File: src/rtl/fetch_stage_pkg.sv
// ----------------------------------------------------------------------------
// fetch_stage_pkg
// Constants and types shared by the instruction fetch stage and its branch
// target buffer.
//   NOP_INST        : pipeline bubble encoding shown on f_inst when not valid
//   CTR_WEAK_TAKEN  : counter value given to a freshly allocated BTB entry
//   btb_entry_t     : one BTB entry (valid, tag, target, 2-bit counter)
//   ctr_update()    : 2-bit saturating counter step
// Optional feature macro used by the fetch stage: BRANCH_PRED_EN
// ----------------------------------------------------------------------------
package fetch_stage_pkg;

  localparam logic [31:0] NOP_INST       = 32'h0000_0001;
  localparam logic [1:0]  CTR_WEAK_TAKEN = 2'b10;

  // Widest possible tag (BTB with a single entry); narrower tags are
  // zero-extended into this field.
  localparam int BTB_TAG_MAX_W = 30;

  typedef struct packed {
    logic                     valid;
    logic [BTB_TAG_MAX_W-1:0] tag;
    logic [31:0]              target;
    logic [1:0]               ctr;
  } btb_entry_t;

  // Saturating step: up on taken, down on not taken, clamped to [0,3].
  function automatic logic [1:0] ctr_update(input logic [1:0] ctr,
                                            input logic       taken);
    logic [1:0] res;
    res = ctr;
    if (taken) begin
      if (ctr != 2'b11) res = ctr + 2'd1;
    end else begin
      if (ctr != 2'b00) res = ctr - 2'd1;
    end
    return res;
  endfunction

endpackage

File: src/rtl/fetch_stage_btb.sv
// ----------------------------------------------------------------------------
// fetch_stage_btb
// Direct-mapped branch target buffer with 2^IDX_W entries. Built only when
// BRANCH_PRED_EN is defined.
// Ports:
//   clk, rst           : clock, asynchronous active-high reset (clears valids)
//   lookup_pc          : PC being predicted (combinational lookup)
//   lookup_taken       : entry valid, tag match and counter MSB set
//   lookup_target      : stored target of the indexed entry
//   upd_valid          : training strobe from a resolved branch
//   upd_pc             : PC of the resolved branch
//   upd_taken          : resolved outcome
//   upd_target         : resolved taken target
// Lookup is asynchronous so the prediction can steer next_pc in the same
// cycle; a lookup and an update to the same index see pre-update contents.
// ----------------------------------------------------------------------------
`ifdef BRANCH_PRED_EN
module fetch_stage_btb
  import fetch_stage_pkg::*;
#(
  parameter int IDX_W = 6
) (
  input  logic        clk,
  input  logic        rst,
  input  logic [31:0] lookup_pc,
  output logic        lookup_taken,
  output logic [31:0] lookup_target,
  input  logic        upd_valid,
  input  logic [31:0] upd_pc,
  input  logic        upd_taken,
  input  logic [31:0] upd_target
);

  localparam int DEPTH = 1 << IDX_W;
  localparam int TAG_W = 30 - IDX_W;

  // Only valid bits are cleared; tag/target/counter storage has no reset.
  logic [DEPTH-1:0] r_valid;
  logic [TAG_W-1:0] r_tag    [DEPTH];
  logic [31:0]      r_target [DEPTH];
  logic [1:0]       r_ctr    [DEPTH];

  logic [IDX_W-1:0] w_lu_idx;
  logic [TAG_W-1:0] w_lu_tag;
  logic [IDX_W-1:0] w_upd_idx;
  logic [TAG_W-1:0] w_upd_tag;
  logic             w_upd_hit;
  logic             w_alloc;
  logic [DEPTH-1:0] w_set_valid;
  btb_entry_t       w_lu_entry;
  btb_entry_t       w_upd_entry;
  logic             w_unused_bits;

  assign w_lu_idx  = lookup_pc[IDX_W+1:2];
  assign w_lu_tag  = lookup_pc[31:IDX_W+2];
  assign w_upd_idx = upd_pc[IDX_W+1:2];
  assign w_upd_tag = upd_pc[31:IDX_W+2];

  // Byte-offset bits never select anything.
  assign w_unused_bits = ^{lookup_pc[1:0], upd_pc[1:0]};

  always_comb begin
    w_lu_entry        = '0;
    w_lu_entry.valid  = r_valid[w_lu_idx];
    w_lu_entry.tag    = BTB_TAG_MAX_W'(r_tag[w_lu_idx]);
    w_lu_entry.target = r_target[w_lu_idx];
    w_lu_entry.ctr    = r_ctr[w_lu_idx];
  end

  always_comb begin
    w_upd_entry        = '0;
    w_upd_entry.valid  = r_valid[w_upd_idx];
    w_upd_entry.tag    = BTB_TAG_MAX_W'(r_tag[w_upd_idx]);
    w_upd_entry.target = r_target[w_upd_idx];
    w_upd_entry.ctr    = r_ctr[w_upd_idx];
  end

  assign lookup_taken  = w_lu_entry.valid &&
                         (w_lu_entry.tag == BTB_TAG_MAX_W'(w_lu_tag)) &&
                         w_lu_entry.ctr[1];
  assign lookup_target = w_lu_entry.target;

  assign w_upd_hit = w_upd_entry.valid &&
                     (w_upd_entry.tag == BTB_TAG_MAX_W'(w_upd_tag));
  // A not-taken miss is not worth an entry; only taken misses allocate.
  assign w_alloc   = upd_valid && !w_upd_hit && upd_taken;

  for (genvar gi = 0; gi < DEPTH; gi++) begin : g_set_valid
    assign w_set_valid[gi] = w_alloc && (w_upd_idx == IDX_W'(gi));
  end

  always_ff @(posedge clk or posedge rst) begin
    if (rst) begin
      r_valid <= '0;
    end else begin
      r_valid <= r_valid | w_set_valid;
    end
  end

  always_ff @(posedge clk) begin
    if (upd_valid) begin
      if (w_upd_hit) begin
        r_ctr[w_upd_idx] <= ctr_update(w_upd_entry.ctr, upd_taken);
        if (upd_taken) r_target[w_upd_idx] <= upd_target;
      end else if (upd_taken) begin
        r_tag[w_upd_idx]    <= w_upd_tag;
        r_target[w_upd_idx] <= upd_target;
        r_ctr[w_upd_idx]    <= CTR_WEAK_TAKEN;
      end
    end
  end

endmodule
`endif

File: src/rtl/fetch_stage.sv
// ----------------------------------------------------------------------------
// fetch_stage
// Instruction fetch stage: owns the PC, drives a synchronous-read instruction
// memory and presents f_pc/f_inst to the fetch/decode pipeline register.
// Optional branch prediction via BTB when BRANCH_PRED_EN is defined.
// Ports:
//   clk, rst        : clock, asynchronous active-high reset
//   stall           : hold the current fetch outputs
//   redirect        : fetch redirect_pc next (overrides stall)
//   redirect_pc     : redirect target
//   upd_valid/pc/taken/target : BTB training (ignored without BRANCH_PRED_EN)
//   imem_addr       : combinational word address, registered in the memory
//   imem_rdata      : instruction for the address of the previous edge
//   f_pc, f_inst    : fetched PC and instruction (NOP_INST when not valid)
//   f_valid         : f_inst is a real fetch
//   f_pred_taken    : BTB predicts taken for f_pc
//   f_pred_npc      : predicted next PC for f_pc
// ----------------------------------------------------------------------------
module fetch_stage
  import fetch_stage_pkg::*;
#(
  parameter logic [31:0] RESET_PC = 32'h0,
  parameter int          IMEM_AW  = 14,
  parameter int          BTB_IDX  = 6
) (
  input  logic               clk,
  input  logic               rst,
  input  logic               stall,
  input  logic               redirect,
  input  logic [31:0]        redirect_pc,
  input  logic               upd_valid,
  input  logic [31:0]        upd_pc,
  input  logic               upd_taken,
  input  logic [31:0]        upd_target,
  output logic [IMEM_AW-1:0] imem_addr,
  input  logic [31:0]        imem_rdata,
  output logic [31:0]        f_pc,
  output logic [31:0]        f_inst,
  output logic               f_valid,
  output logic               f_pred_taken,
  output logic [31:0]        f_pred_npc
);

  // r_pc is the PC whose instruction is currently on imem_rdata.
  logic [31:0] r_pc;
  logic        r_valid;

  logic [31:0] w_seq_pc;
  logic        w_pred_taken;
  logic [31:0] w_pred_npc;
  logic [31:0] w_next_pc;

  // Wraps modulo 2^32 by construction.
  assign w_seq_pc = r_pc + 32'd4;

`ifdef BRANCH_PRED_EN
  logic        w_btb_taken;
  logic [31:0] w_btb_target;

  fetch_stage_btb #(
    .IDX_W (BTB_IDX)
  ) btb_u (
    .clk           (clk),
    .rst           (rst),
    .lookup_pc     (r_pc),
    .lookup_taken  (w_btb_taken),
    .lookup_target (w_btb_target),
    .upd_valid     (upd_valid),
    .upd_pc        (upd_pc),
    .upd_taken     (upd_taken),
    .upd_target    (upd_target)
  );

  assign w_pred_taken = w_btb_taken;
  assign w_pred_npc   = w_btb_taken ? w_btb_target : w_seq_pc;
`else
  logic w_unused_upd;

  assign w_unused_upd = ^{upd_valid, upd_pc, upd_taken, upd_target};
  assign w_pred_taken = 1'b0;
  assign w_pred_npc   = w_seq_pc;
`endif

  // Redirect beats stall. While not yet valid the reset PC is re-read so the
  // first real fetch lines up with its memory data. Under reset the memory
  // address is pinned to RESET_PC regardless of other inputs.
  always_comb begin
    w_next_pc = w_pred_npc;
    if (rst) begin
      w_next_pc = RESET_PC;
    end else if (redirect) begin
      w_next_pc = redirect_pc;
    end else if (stall || !r_valid) begin
      w_next_pc = r_pc;
    end
  end

  assign imem_addr = w_next_pc[IMEM_AW+1:2];

  always_ff @(posedge clk or posedge rst) begin
    if (rst) begin
      r_pc    <= RESET_PC;
      r_valid <= 1'b0;
    end else begin
      r_pc    <= w_next_pc;
      r_valid <= 1'b1;
    end
  end

  assign f_pc         = r_pc;
  assign f_valid      = r_valid;
  assign f_inst       = r_valid ? imem_rdata : NOP_INST;
  assign f_pred_taken = w_pred_taken;
  assign f_pred_npc   = w_pred_npc;

endmodule

File: config.mk
export PLATFORM = sky130hd
export DESIGN_NAME = fetch_stage
export DESIGN_NICKNAME = d
export VERILOG_FILES = /design/src/rtl/fetch_stage_pkg.sv /design/src/rtl/fetch_stage_btb.sv /design/src/rtl/fetch_stage.sv
export SDC_FILE = /design/constraint.sdc
export NUM_CORES = 1
export LEC_CHECK = 0
export BUFFER_PORTS_ARGS = -buffer_cell sky130_fd_sc_hd__buf_2
export CAP_MARGIN = 20
export CORE_AREA = 3 3 95 97
export DETAILED_ROUTE_END_ITERATION = 12
export DIE_AREA = 0 0 98 100
export PLACE_DENSITY = 0.85
export SYNTH_ARGS = -nofsm -noshare
export SYNTH_HDL_FRONTEND = slang
export SYNTH_SLANG_ARGS = --single-unit
File: constraint.sdc
create_clock -name clk -period 4.6 [get_ports clk]
set_input_delay 0.23 -clock clk [delete_from_list [all_inputs] [get_ports clk]]
set_output_delay 0.23 -clock clk [all_outputs]
set_load 0.03 [all_outputs]
==> results.env, run 1 <==
IO_PINS=246
SYN-INSTANCE-COUNT=379
FMAX_GHz=0.303
START_KIND='register'
NUMBER_OF_MAX_SLEW_VIOLATIONS_IN_THE_FINAL_REPORT=0
FINALWEIGHTEDCONGESTION=0.906
WORST_EP_ARRIVAL_TIME_NS=3.07
REMAINING_DRC_ERRORS=0
SKEW_NS=0.00539
GRT_ANTENNA_BEFORE_REPAIR=0
CRITPATHCAPTURETYPE='primary output'
M1_WIRE_LENGTH_MM=4.50
DRT-VIAS-PER-INSTANCE=5.39
NETLIST-CELL-TYPE-COUNT=58
INITIAL_CORE_UTIL=0.363
FINALHOLDVIOLCOUNT=0
TOTALPOWERFINAL_uW=897
FINALCRITPERIODSHARE=0.718
GRT_OVERFLOW=0
CORE_ROWS=33
PATH_MAX_FANOUT=38
GRT_PASS1_VIAS=3101
SYNTHDOMINANTAREACELLTYPE='sky130_fd_sc_hd__dfrtp_1'
CP_DELAY_BY_FAMILY_TOP='simple AND/OR/NAND/NOR gates'
RSZ0062_AT_GRT='false'
ASYNC_RESET_FF_FRAC=1.00
SYNTH_TOP_CELL_AREA_SHARE=0.277
TOP_LAYER='met4'
SYNTHESIS.AREA_SQ_UM=2990
DRT_ITER0_DRC=155
PEAKVDDDROP_uV=134
HOLD_PATH.CLASS='primary input to register'
WORST-SLEW-PIN-TRANSITION_NS=1.02
TRITONCTS_NUM_SINKS=33
TRITONCTS='yes'
DRIVE_GT1_FRAC=0.382
CRITPATHKIND='register to primary output'
TRITONCTS.NUM_BUFFERS=5
SYNTHTOPCELLSBYCOUNT='sky130_fd_sc_hd__and2_1 (35), sky130_fd_sc_hd__dfrtp_1 (33), sky130_fd_sc_hd__nand2_1 (32)'
PORTBUFFERS=178
SYNTH-MAIN-FF-CELL='sky130_fd_sc_hd__dfrtp_1'
GRTUSAGETOTAL=0.204
DETAIL_ROUTE.WL_PER_CELL_UM=16.7
MAX-CLOCK-PATH-BUFFERS=2
CORE-AREA_SQ_UM=8220
SYNTH-WARNING-COUNT=0
FINALCRITICALPERIOD_NS=3.30
CTS.ROOT.BUFFER_CELL='sky130_fd_sc_hd__clkbuf_8'
MET3_WIRELENGTH_UM=717
RUN_STATUS='complete, no violations'
TIMING.FINAL.SETUP_VIOLATIONS=0
R2R_START='f_valid$_DFF_PP0_'
POSTROUTEANTENNANETS=0
DESIGN.FINAL.NETS=653
SYNTH.MOST_COMMON_CELL='sky130_fd_sc_hd__and2_1'
VIA_COUNT=3364
FINISH.CELL_COUNT_WITHOUT_FILLERS=624
MAXCAPVIOLATIONS=0
LAYOUT.FILLER_CELLS=840
TIMING.SLEW.HEADROOM=0.317
CTS_MAX_LEVEL=2
MEAN_INSTANCE_SIZE_IN_THE_SYNTHESIZED_NETLIST_SQ_UM=7.88
CRIT_CHAIN='nor2b_1, nand4_1, xor2_1, a211oi_1, buf_2'
POST-CTS-SETUP-BUFFER-COUNT=0
LEAKAGE_uW=0.00187
CTS_HOLD_REPAIR.BUFFERS=0
SYN-NUM-NETS=514
DRT_WL_TOTAL_MM=10.4
FIRST_PASS_GRT_WIRE_LENGTH_MM=16.4
CLOCK_LATENCY_NS=0.29
ROUTED-WL-MET2_MM=5.17
MIN_FROM='redirect_pc[23]'
CRITICAL_PATH.MAX_STAGE_DELAY_NS=0.90
DR.PASS1.ITERS=5
FP.DIEH_UM=100
CRIT_REQUIRED_NS=4.37
FP.DIEAREA_SQ_UM=9800
CLKSLEWWORSTSETUPHOLDPATHS_NS=0.07
FINAL.SETUP.TNS_NS=0
POWERDENSITY_nW_PER_UM2=234
DIE_WIDTH_UM=98
SYNTH_SEQ_AREA_SHARE=0.277
DIODES=0
POSTCTSRESIZEDCELLS=0
TOTAL_OF_FLIP_FLOPS_PLUS_LATCHES_AFTER_SYNTHESIS=33
CELL_TYPES_OCCUPYING_THE_MOST_AREA_AFTER_SYNTHESIS='sky130_fd_sc_hd__dfrtp_1 (28%), sky130_fd_sc_hd__and2_1 (7.3%), sky130_fd_sc_hd__xnor2_1 (6.2%)'
CRITICAL_PATH.STARTPOINT='f_valid$_DFF_PP0_'
CRITICAL_PATH_BUF_INV_COUNT=1
SLOWEST_CELL_ON_CRIT_PATH='sky130_fd_sc_hd__dfrtp_1'
SYN_TO_FINAL_GROWTH_PCT=28.5
DPL_HPWL_MM=7.76
SYNTH_EDF_COUNT=0
GRT_MAX_DEGREE=40
PLACEDCELLCOUNT=615
==> path summary, 6_finish.rpt <==
path / cells past startpoint / end / slack (ns)
worst min-delay path: 3 / f_pc[23]$_DFFE_PP0P_ / 0.19
worst max-delay path: 5 / imem_addr[8] / 1.30
max in group asynchronous: 3 / f_pc[26]$_DFFE_PP0P_ / 3.50
worst max register to register: 4 / f_pc[10]$_DFF_PP0_ / 1.96
worst min register to register: 2 / f_pc[0]$_DFFE_PP0P_ / 0.56
min in group asynchronous: 2 / f_pc[12]$_DFF_PP0_ / 0.35
==> layout make-up <==
class	instances	area (sq um)	area share
timing repair buffer	183	928	0.242
clock buffer	8	80.1	0.0209
tap	105	131	0.0342
multi-input combinational	288	1840	0.481
inverter	7	26.3	0.00685
sequential	33	826	0.215
==> through the flow <==
stage	setup WS (ns)	cell area (sq um)	hold slack, ns	util
3_3_place_gp	1.75	3750	0.474	0.456
2_1_floorplan	1.95	2990	0.367	-
5_1_grt	1.06	3840	0.195	0.467
3_5_place_dp	1.65	3750	0.486	0.456
6_report	1.30	3840	0.193	0.467
4_1_cts	1.32	3830	0.189	0.466
==> cells by family (layout without fill, tap and decap cells) <==
family / after synthesis / in the layout / synth area share
simple gates: 188 / 188 / 0.347
compound gates: 58 / 58 / 0.146
buf+inv: 58 / 198 / 0.106
xor+xnor: 37 / 37 / 0.111
flops: 33 / 33 / 0.277
other cells: 2 / 2 / 0.00252
mux: 2 / 2 / 0.00671
fa+ha+maj: 1 / 1 / 0.00419
==> worst min-delay path, delay by kind of cell <==
family | cells | cell delay [ns]
AOI/OAI and AO/OA | 1 | 0.08
buffers and inverters | 2 | 0.14
==> state kept, by name (all words and copies together), names as in the netlist <==
register and count:
f_valid 1, f_pc 32
==> power breakdown <==
part / internal, uW / switching, uW / leakage (uW) / total, uW
registers: 309 / 43.7 / 0.000430 / 352
clock network: 108 / 113 / 0.0000395 / 220
logic: 106 / 218 / 0.00140 / 324
total: 522 / 375 / 0.00187 / 897
==> metal layers <==
metal,up-vias,track usage
met2,149,0.343
li1,1605,-
met1,1604,0.285
met5,-,0
met4,0,0.0288
met3,6,0.0313
==> cells in the final DEF, fill, tap and decap left out, types with 2 or more instances in the layout <==
| master | n |
|---|---|
| sky130_fd_sc_hd__buf_2 | 178 |
| sky130_fd_sc_hd__and2_1 | 35 |
| sky130_fd_sc_hd__dfrtp_1 | 33 |
| sky130_fd_sc_hd__nand2_1 | 32 |
| sky130_fd_sc_hd__nor2_1 | 31 |
| sky130_fd_sc_hd__xnor2_1 | 21 |
| sky130_fd_sc_hd__nand3_1 | 17 |
| sky130_fd_sc_hd__xor2_1 | 15 |
| sky130_fd_sc_hd__nand4_1 | 14 |
| sky130_fd_sc_hd__nor3_1 | 12 |
| sky130_fd_sc_hd__o21ai_0 | 10 |
| sky130_fd_sc_hd__a211oi_1 | 10 |
| sky130_fd_sc_hd__or3_1 | 9 |
| sky130_fd_sc_hd__nor4_1 | 9 |
| sky130_fd_sc_hd__inv_1 | 7 |
| sky130_fd_sc_hd__a311oi_1 | 6 |
| sky130_fd_sc_hd__and3_1 | 5 |
| sky130_fd_sc_hd__a21oi_1 | 5 |
| sky130_fd_sc_hd__clkbuf_8 | 5 |
| sky130_fd_sc_hd__nand2b_1 | 4 |
| sky130_fd_sc_hd__a311o_1 | 4 |
| sky130_fd_sc_hd__nor2b_1 | 4 |
| sky130_fd_sc_hd__buf_4 | 4 |
| sky130_fd_sc_hd__o211ai_1 | 3 |
| sky130_fd_sc_hd__and4_1 | 3 |
| sky130_fd_sc_hd__clkbuf_1 | 3 |
| sky130_fd_sc_hd__o2111a_1 | 2 |
| sky130_fd_sc_hd__or4_1 | 2 |
| sky130_fd_sc_hd__a31oi_1 | 2 |
| sky130_fd_sc_hd__a32oi_1 | 2 |
| sky130_fd_sc_hd__mux2i_1 | 2 |
| sky130_fd_sc_hd__or4_4 | 2 |
| sky130_fd_sc_hd__a2111oi_0 | 2 |
| sky130_fd_sc_hd__o21a_1 | 2 |
| sky130_fd_sc_hd__conb_1 | 2 |
Power figures use the tool's default switching activity.
==> inputs of run 2 (changes only) <==
--- a/config.mk
+++ b/config.mk
@@ -7,10 +7,10 @@
 export LEC_CHECK = 0
 export BUFFER_PORTS_ARGS = -buffer_cell sky130_fd_sc_hd__buf_2
 export CAP_MARGIN = 20
-export CORE_AREA = 3 3 95 97
+export CORE_AREA = 3 3 93 95
 export DETAILED_ROUTE_END_ITERATION = 12
-export DIE_AREA = 0 0 98 100
-export PLACE_DENSITY = 0.85
+export DIE_AREA = 0 0 96 98
+export PLACE_DENSITY = 0.88
 export SYNTH_ARGS = -nofsm -noshare
 export SYNTH_HDL_FRONTEND = slang
 export SYNTH_SLANG_ARGS = --single-unit
==> constraint.sdc (replaced) <==
create_clock -name clk -period 3.3 [get_ports clk]
set_input_delay 0.165 -clock clk [delete_from_list [all_inputs] [get_ports clk]]
set_output_delay 0.165 -clock clk [all_outputs]
set_load 0.03 [all_outputs]
==> results.env, run 2 (synthesized netlist as in run 1, its figures left out) <==
RUN_STATUS='complete, no violations'
CRIT_REQUIRED_NS=3.13
PEAKVDDDROP_uV=188
CTS.ROOT.BUFFER_CELL='sky130_fd_sc_hd__clkbuf_8'
DIE_WIDTH_UM=96
DR.PASS1.ITERS=4
FP.DIEAREA_SQ_UM=9410
LAYOUT_COMMON_CELLS='sky130_fd_sc_hd__buf_2 (178), sky130_fd_sc_hd__and2_1 (35), sky130_fd_sc_hd__dfrtp_1 (33)'
PATH_MAX_FANOUT=13
POSTROUTEANTENNANETS=0
LAYOUT.CORE_UTILIZATION=0.499
FINALCRITICALPERIOD_NS=2.91
TRITONCTS='yes'
GRTUSAGETOTAL=0.219
FIRST_PASS_GRT_WIRE_LENGTH_MM=16.8
GRT_MAX_DEGREE=40
DPL_HPWL_MM=7.92
GRT_ANTENNA_BEFORE_REPAIR=0
REMAINING_DRC_ERRORS=0
DRT-VIAS-PER-INSTANCE=5.40
CORE-AREA_SQ_UM=7810
POST-CTS-SETUP-BUFFER-COUNT=0
DIODES=0
LEAKAGE_uW=0.00191
FINALHOLDVIOLCOUNT=0
DETAIL_ROUTE.WL_PER_CELL_UM=16.9
FINAL.SETUP.TNS_NS=0
FP.DIEH_UM=98
DRIVE_GT1_FRAC=0.390
MAXCAPVIOLATIONS=0
DESIGN.FINAL.NETS=660
SYN_TO_FINAL_GROWTH_PCT=30.4
PORTBUFFERS=178
START_KIND='register'
MAX-CLOCK-PATH-BUFFERS=2
VIA_COUNT=3385
DRT_WL_TOTAL_MM=10.6
GRT_PASS1_VIAS=3231
CTS_HOLD_REPAIR.BUFFERS=1
CORE_ROWS=32
DRT_ITER0_DRC=192
INITIAL_CORE_UTIL=0.382
CLOCK_LATENCY_NS=0.30
FMAX_GHz=0.344
IO_PINS=246
LARGEST_REGISTER_FFS=32
SKEW_NS=0.00782
CTS_MAX_LEVEL=2
TRITONCTS_NUM_SINKS=33
GRT_OVERFLOW=0
WORST_EP_ARRIVAL_TIME_NS=2.74
POSTCTSRESIZEDCELLS=0
MOSTFREQUENTLAYOUTCELL='sky130_fd_sc_hd__buf_2'
TRITONCTS.NUM_BUFFERS=5
HOLD_PATH.CLASS='primary input to register'
WORST-SLEW-PIN-TRANSITION_NS=0.907
NUMBER_OF_MAX_SLEW_VIOLATIONS_IN_THE_FINAL_REPORT=0
CRITPATHKIND='register to primary output'
CRITPATHCAPTURETYPE='primary output'
FINALCRITPERIODSHARE=0.881
TIMING.FINAL.SETUP_VIOLATIONS=0
TIMING.SLEW.HEADROOM=0.394
FINALWEIGHTEDCONGESTION=0.909
CLKSLEWWORSTSETUPHOLDPATHS_NS=0.07
RSZ0062_AT_GRT='false'
POWERDENSITY_nW_PER_UM2=328
run 2: cell types whose count changed in the layout (fill, tap and decap cells not counted), sizes merged:
cell         change
dlygate4sd3      +1
buf              +7
clkbuf           -2
run 2: routing by layer:
| layer | part of all wire | global-route usage | up-vias | routed length [um] |
|---|---|---|---|---|
| li1 | - | - | 1621 | - |
| met1 | 0.42 | 0.304 | 1588 | 4460 |
| met2 | 0.49 | 0.354 | 161 | 5230 |
| met3 | 0.073 | 0.0401 | 15 | 777 |
| met4 | 0.011 | 0.0470 | 0 | 117 |
| met5 | 0 | 0 | - | 0 |
run 2: where the power goes:
part	switching, uW	internal [uW]
registers	57.4	430
clock network	164	166
logic	309	151
total	530	747
run 2: worst paths after layout:
check                                    start                    to  slack (ns)  depth (start not counted)
setup / recovery             f_pc[4]$_DFF_PP0_        f_pred_npc[27]        0.39                          5
hold / removal                 redirect_pc[21]  f_pc[21]$_DFFE_PP0P_        0.11                          3
setup reg to reg             f_pc[5]$_DFF_PP0_  f_pc[26]$_DFFE_PP0P_        0.94                          4
hold reg to reg            f_pc[0]$_DFFE_PP0P_   f_pc[0]$_DFFE_PP0P_        0.56                          2
max in group asynchronous                  rst     f_pc[2]$_DFF_PP0_        2.20                          4
min in group asynchronous                  rst  f_pc[26]$_DFFE_PP0P_        0.54                          3
run 2: worst max-delay path, cell delays in order, from the launching register on:
cell	delay, ns
sky130_fd_sc_hd__dfrtp_1	0.48
sky130_fd_sc_hd__nand3_1	0.43
sky130_fd_sc_hd__or4_1	0.63
sky130_fd_sc_hd__or4_4	0.58
sky130_fd_sc_hd__xnor2_2	0.13
sky130_fd_sc_hd__buf_2	0.21
run 2: area by class of cell:
type,instances,area (sq um)
clock buffers,7,86.3
repair buffers,190,983
flip-flops and latches,33,826
inverters,7,26.3
multi-input cells,288,1840
fillers,794,3910
well taps,102,128
run 2: stage by stage:
stage	cell area, sq um	cells	power [uW]	hold WS (ns)	setup slack, ns
floorplan	2990	379	811	0.302	0.715
global placement	3800	619	945	0.314	0.713
detailed placement	3800	619	955	0.307	0.690
CTS	3890	627	1280	0.108	0.371
global route	3890	627	1340	0.123	0.0666
finish	3890	627	1280	0.109	0.392
==> inputs of run 3 (changes only) <==
==> constraint.sdc (replaced) <==
create_clock -name clk -period 3.3 [get_ports clk]
set_input_delay 0.165 -clock clk [delete_from_list [all_inputs] [get_ports clk]]
set_output_delay 0.165 -clock clk [all_outputs]
set_load 0.01 [all_outputs]
==> results.env, run 3 (synthesized netlist as in run 1, its figures left out) <==
RUN_STATUS='complete, no violations'
CRIT_REQUIRED_NS=3.13
CTS_HOLD_REPAIR.BUFFERS=0
TOTAL_AREA_OF_MULTI_INPUT_COMBINATIONAL_CELLS_SQ_UM=1840
REGTOREGENDPOINT='f_pc[22]$_DFFE_PP0P_'
REGAREA_SQ_UM=826
DETAIL_ROUTE.WL_PER_CELL_UM=16.7
PLACE_WORST_SETUP_SLACK_NS=0.771
START_KIND='register'
POWER.NET_SWITCHING_uW=394
DESIGN.FINAL.NETS=659
RSZ0062_AT_GRT='false'
VIA_COUNT=3385
REMAINING_DRC_ERRORS=0
LEAKAGE_uW=0.00191
MAX-CLOCK-PATH-BUFFERS=2
CRITICAL_PATH.MAX_STAGE_DELAY_NS=0.66
TIMING.SLEW.HEADROOM=0.325
HOLD_PATH.CLASS='primary input to async pin'
CELL_INTERNAL_POWER_uW=767
SKEW_NS=0.00674
GRT_ANTENNA_BEFORE_REPAIR=0
FINALCRITPERIODSHARE=0.860
TRITONCTS.NUM_BUFFERS=5
GRTUSAGETOTAL=0.219
FINALCRITICALPERIOD_NS=2.84
SLOWEST_CELL_ON_CRIT_PATH='sky130_fd_sc_hd__or4_1'
DR.PASS1.ITERS=4
CLOCK_LATENCY_NS=0.29
FMAX_GHz=0.352
NUMBER_OF_MAX_SLEW_VIOLATIONS_IN_THE_FINAL_REPORT=0
DPL_HPWL_MM=7.99
FINALHOLDVIOLCOUNT=0
FP.DIEH_UM=98
TRITONCTS='yes'
FINALWORSTSETUPSLACK_NS=0.463
CRITICAL_PATH_BUF_INV_COUNT=1
LAYOUT.FILLER_CELLS=782
R2R_SETUP_SLACK_NS=0.95
POWER_SWITCHING_SHARE=0.339
CLOCK_POWER_SHARE=0.303
MAXCAPVIOLATIONS=0
SYN_TO_FINAL_GROWTH_PCT=30.6
DRT_ITER0_DRC=157
CLKSLEWWORSTSETUPHOLDPATHS_NS=0.07
CORE-AREA_SQ_UM=7810
GRT_OVERFLOW=0
FINALWEIGHTEDCONGESTION=0.920
CORE_ROWS=32
SEQ_POWER_SHARE=0.420
CTS.ROOT.BUFFER_CELL='sky130_fd_sc_hd__clkbuf_8'
FINAL.SETUP.TNS_NS=0
WORST-SLEW-PIN-TRANSITION_NS=1.01
CRIT_CHAIN='nand4_2, or4_1, or4_4, xnor2_2, buf_2'
CRITPATHCAPTURETYPE='primary output'
FP.DIEAREA_SQ_UM=9410
DIE_WIDTH_UM=96
DRT_WL_TOTAL_MM=10.5
LAYOUT_COMMON_CELLS='sky130_fd_sc_hd__buf_2 (178), sky130_fd_sc_hd__and2_1 (35), sky130_fd_sc_hd__dfrtp_1 (33)'
POWERDENSITY_nW_PER_UM2=298
IO_PINS=246
LARGEST_REGISTER_FFS=32
PEAKVDDDROP_uV=176
CTS_MAX_LEVEL=2
CP_DELAY_BY_FAMILY_TOP='simple AND/OR/NAND/NOR gates'
DRIVE_GT1_FRAC=0.394
FIRST_PASS_GRT_WIRE_LENGTH_MM=16.6
DIODES=0
TRITONCTS_NUM_SINKS=33
TIMING.REG2REG.WORST_PATH_DEPTH=4
TIMING.FINAL.SETUP_VIOLATIONS=0
CRITPATHKIND='register to primary output'
PORTBUFFERS=178
WORST_EP_ARRIVAL_TIME_NS=2.67
INITIAL_CORE_UTIL=0.382
POSTROUTEANTENNANETS=0
POSTCTSRESIZEDCELLS=0
GRT_MAX_DEGREE=34
DRT-VIAS-PER-INSTANCE=5.40
PATH_MAX_FANOUT=11
GRT_PASS1_VIAS=3326
MOSTFREQUENTLAYOUTCELL='sky130_fd_sc_hd__buf_2'
LOGIC_GATE_SHARE_OF_TOTAL_POWER=0.277
POST-CTS-SETUP-BUFFER-COUNT=0
R2R_START='f_pc[15]$_DFF_PP0_'
## run 3: cell types whose count changed in the layout (fill, tap and decap cells not counted)
| cell | before | now |
|---|---|---|
| sky130_fd_sc_hd__clkbuf_1 | 1 | 0 |
| sky130_fd_sc_hd__clkbuf_8 | 6 | 7 |
| sky130_fd_sc_hd__clkinv_2 | 0 | 1 |
| sky130_fd_sc_hd__dlygate4sd3_1 | 1 | 0 |
## run 3: power by group through the flow
stage	logic, uW	clock network, uW	registers, uW
after floorplan	195	0	481
after global placement	317	0	492
after detailed placement	323	0	495
after CTS	325	359	487
after global routing	356	375	494
final	322	351	488
## run 3: cell type report
type | count | area share
Multi-Input combinational cell | 288 | 0.473
Timing Repair Buffer | 189 | 0.250
Sequential cell | 33 | 0.212
Tap cell | 102 | 0.0327
Clock buffer | 7 | 0.0247
Inverter | 7 | 0.00674
Clock inverter | 1 | 0.00128
## run 3: routing by layer
metal  vias to the layer above  wire (um)  track usage
li1                       1618          -            -
met1                      1601       4380        0.292
met3                         8        792       0.0408
met5                         -          0            0
met4                         0         54       0.0405
met2                       158       5270        0.367
## run 3: worst max path at each step
stage                     depth (start not counted)               from  slack [ns]        endpoint
final                                             5  f_pc[6]$_DFF_PP0_        0.46  f_pred_npc[27]
after global routing                              5  f_pc[5]$_DFF_PP0_        0.29   imem_addr[12]
after CTS                                         5  f_pc[6]$_DFF_PP0_        0.46  f_pred_npc[27]
after detailed placement                          5  f_pc[6]$_DFF_PP0_        0.77  f_pred_npc[27]
after global placement                            5  f_pc[5]$_DFF_PP0_        0.82  f_pred_npc[27]
after floorplan                                   8  f_pc[5]$_DFF_PP0_        0.94   imem_addr[12]
## run 3: through the flow
stage,total power (uW),area (sq um),instances,util,hold WS [ns]
2_1_floorplan,676,2990,379,-,0.302
3_3_place_gp,809,3800,619,0.486,0.390
3_5_place_dp,818,3800,619,0.486,0.378
4_1_cts,1170,3900,627,0.499,0.0592
5_1_grt,1220,3900,627,0.499,0.0933
6_report,1160,3900,627,0.499,0.0514
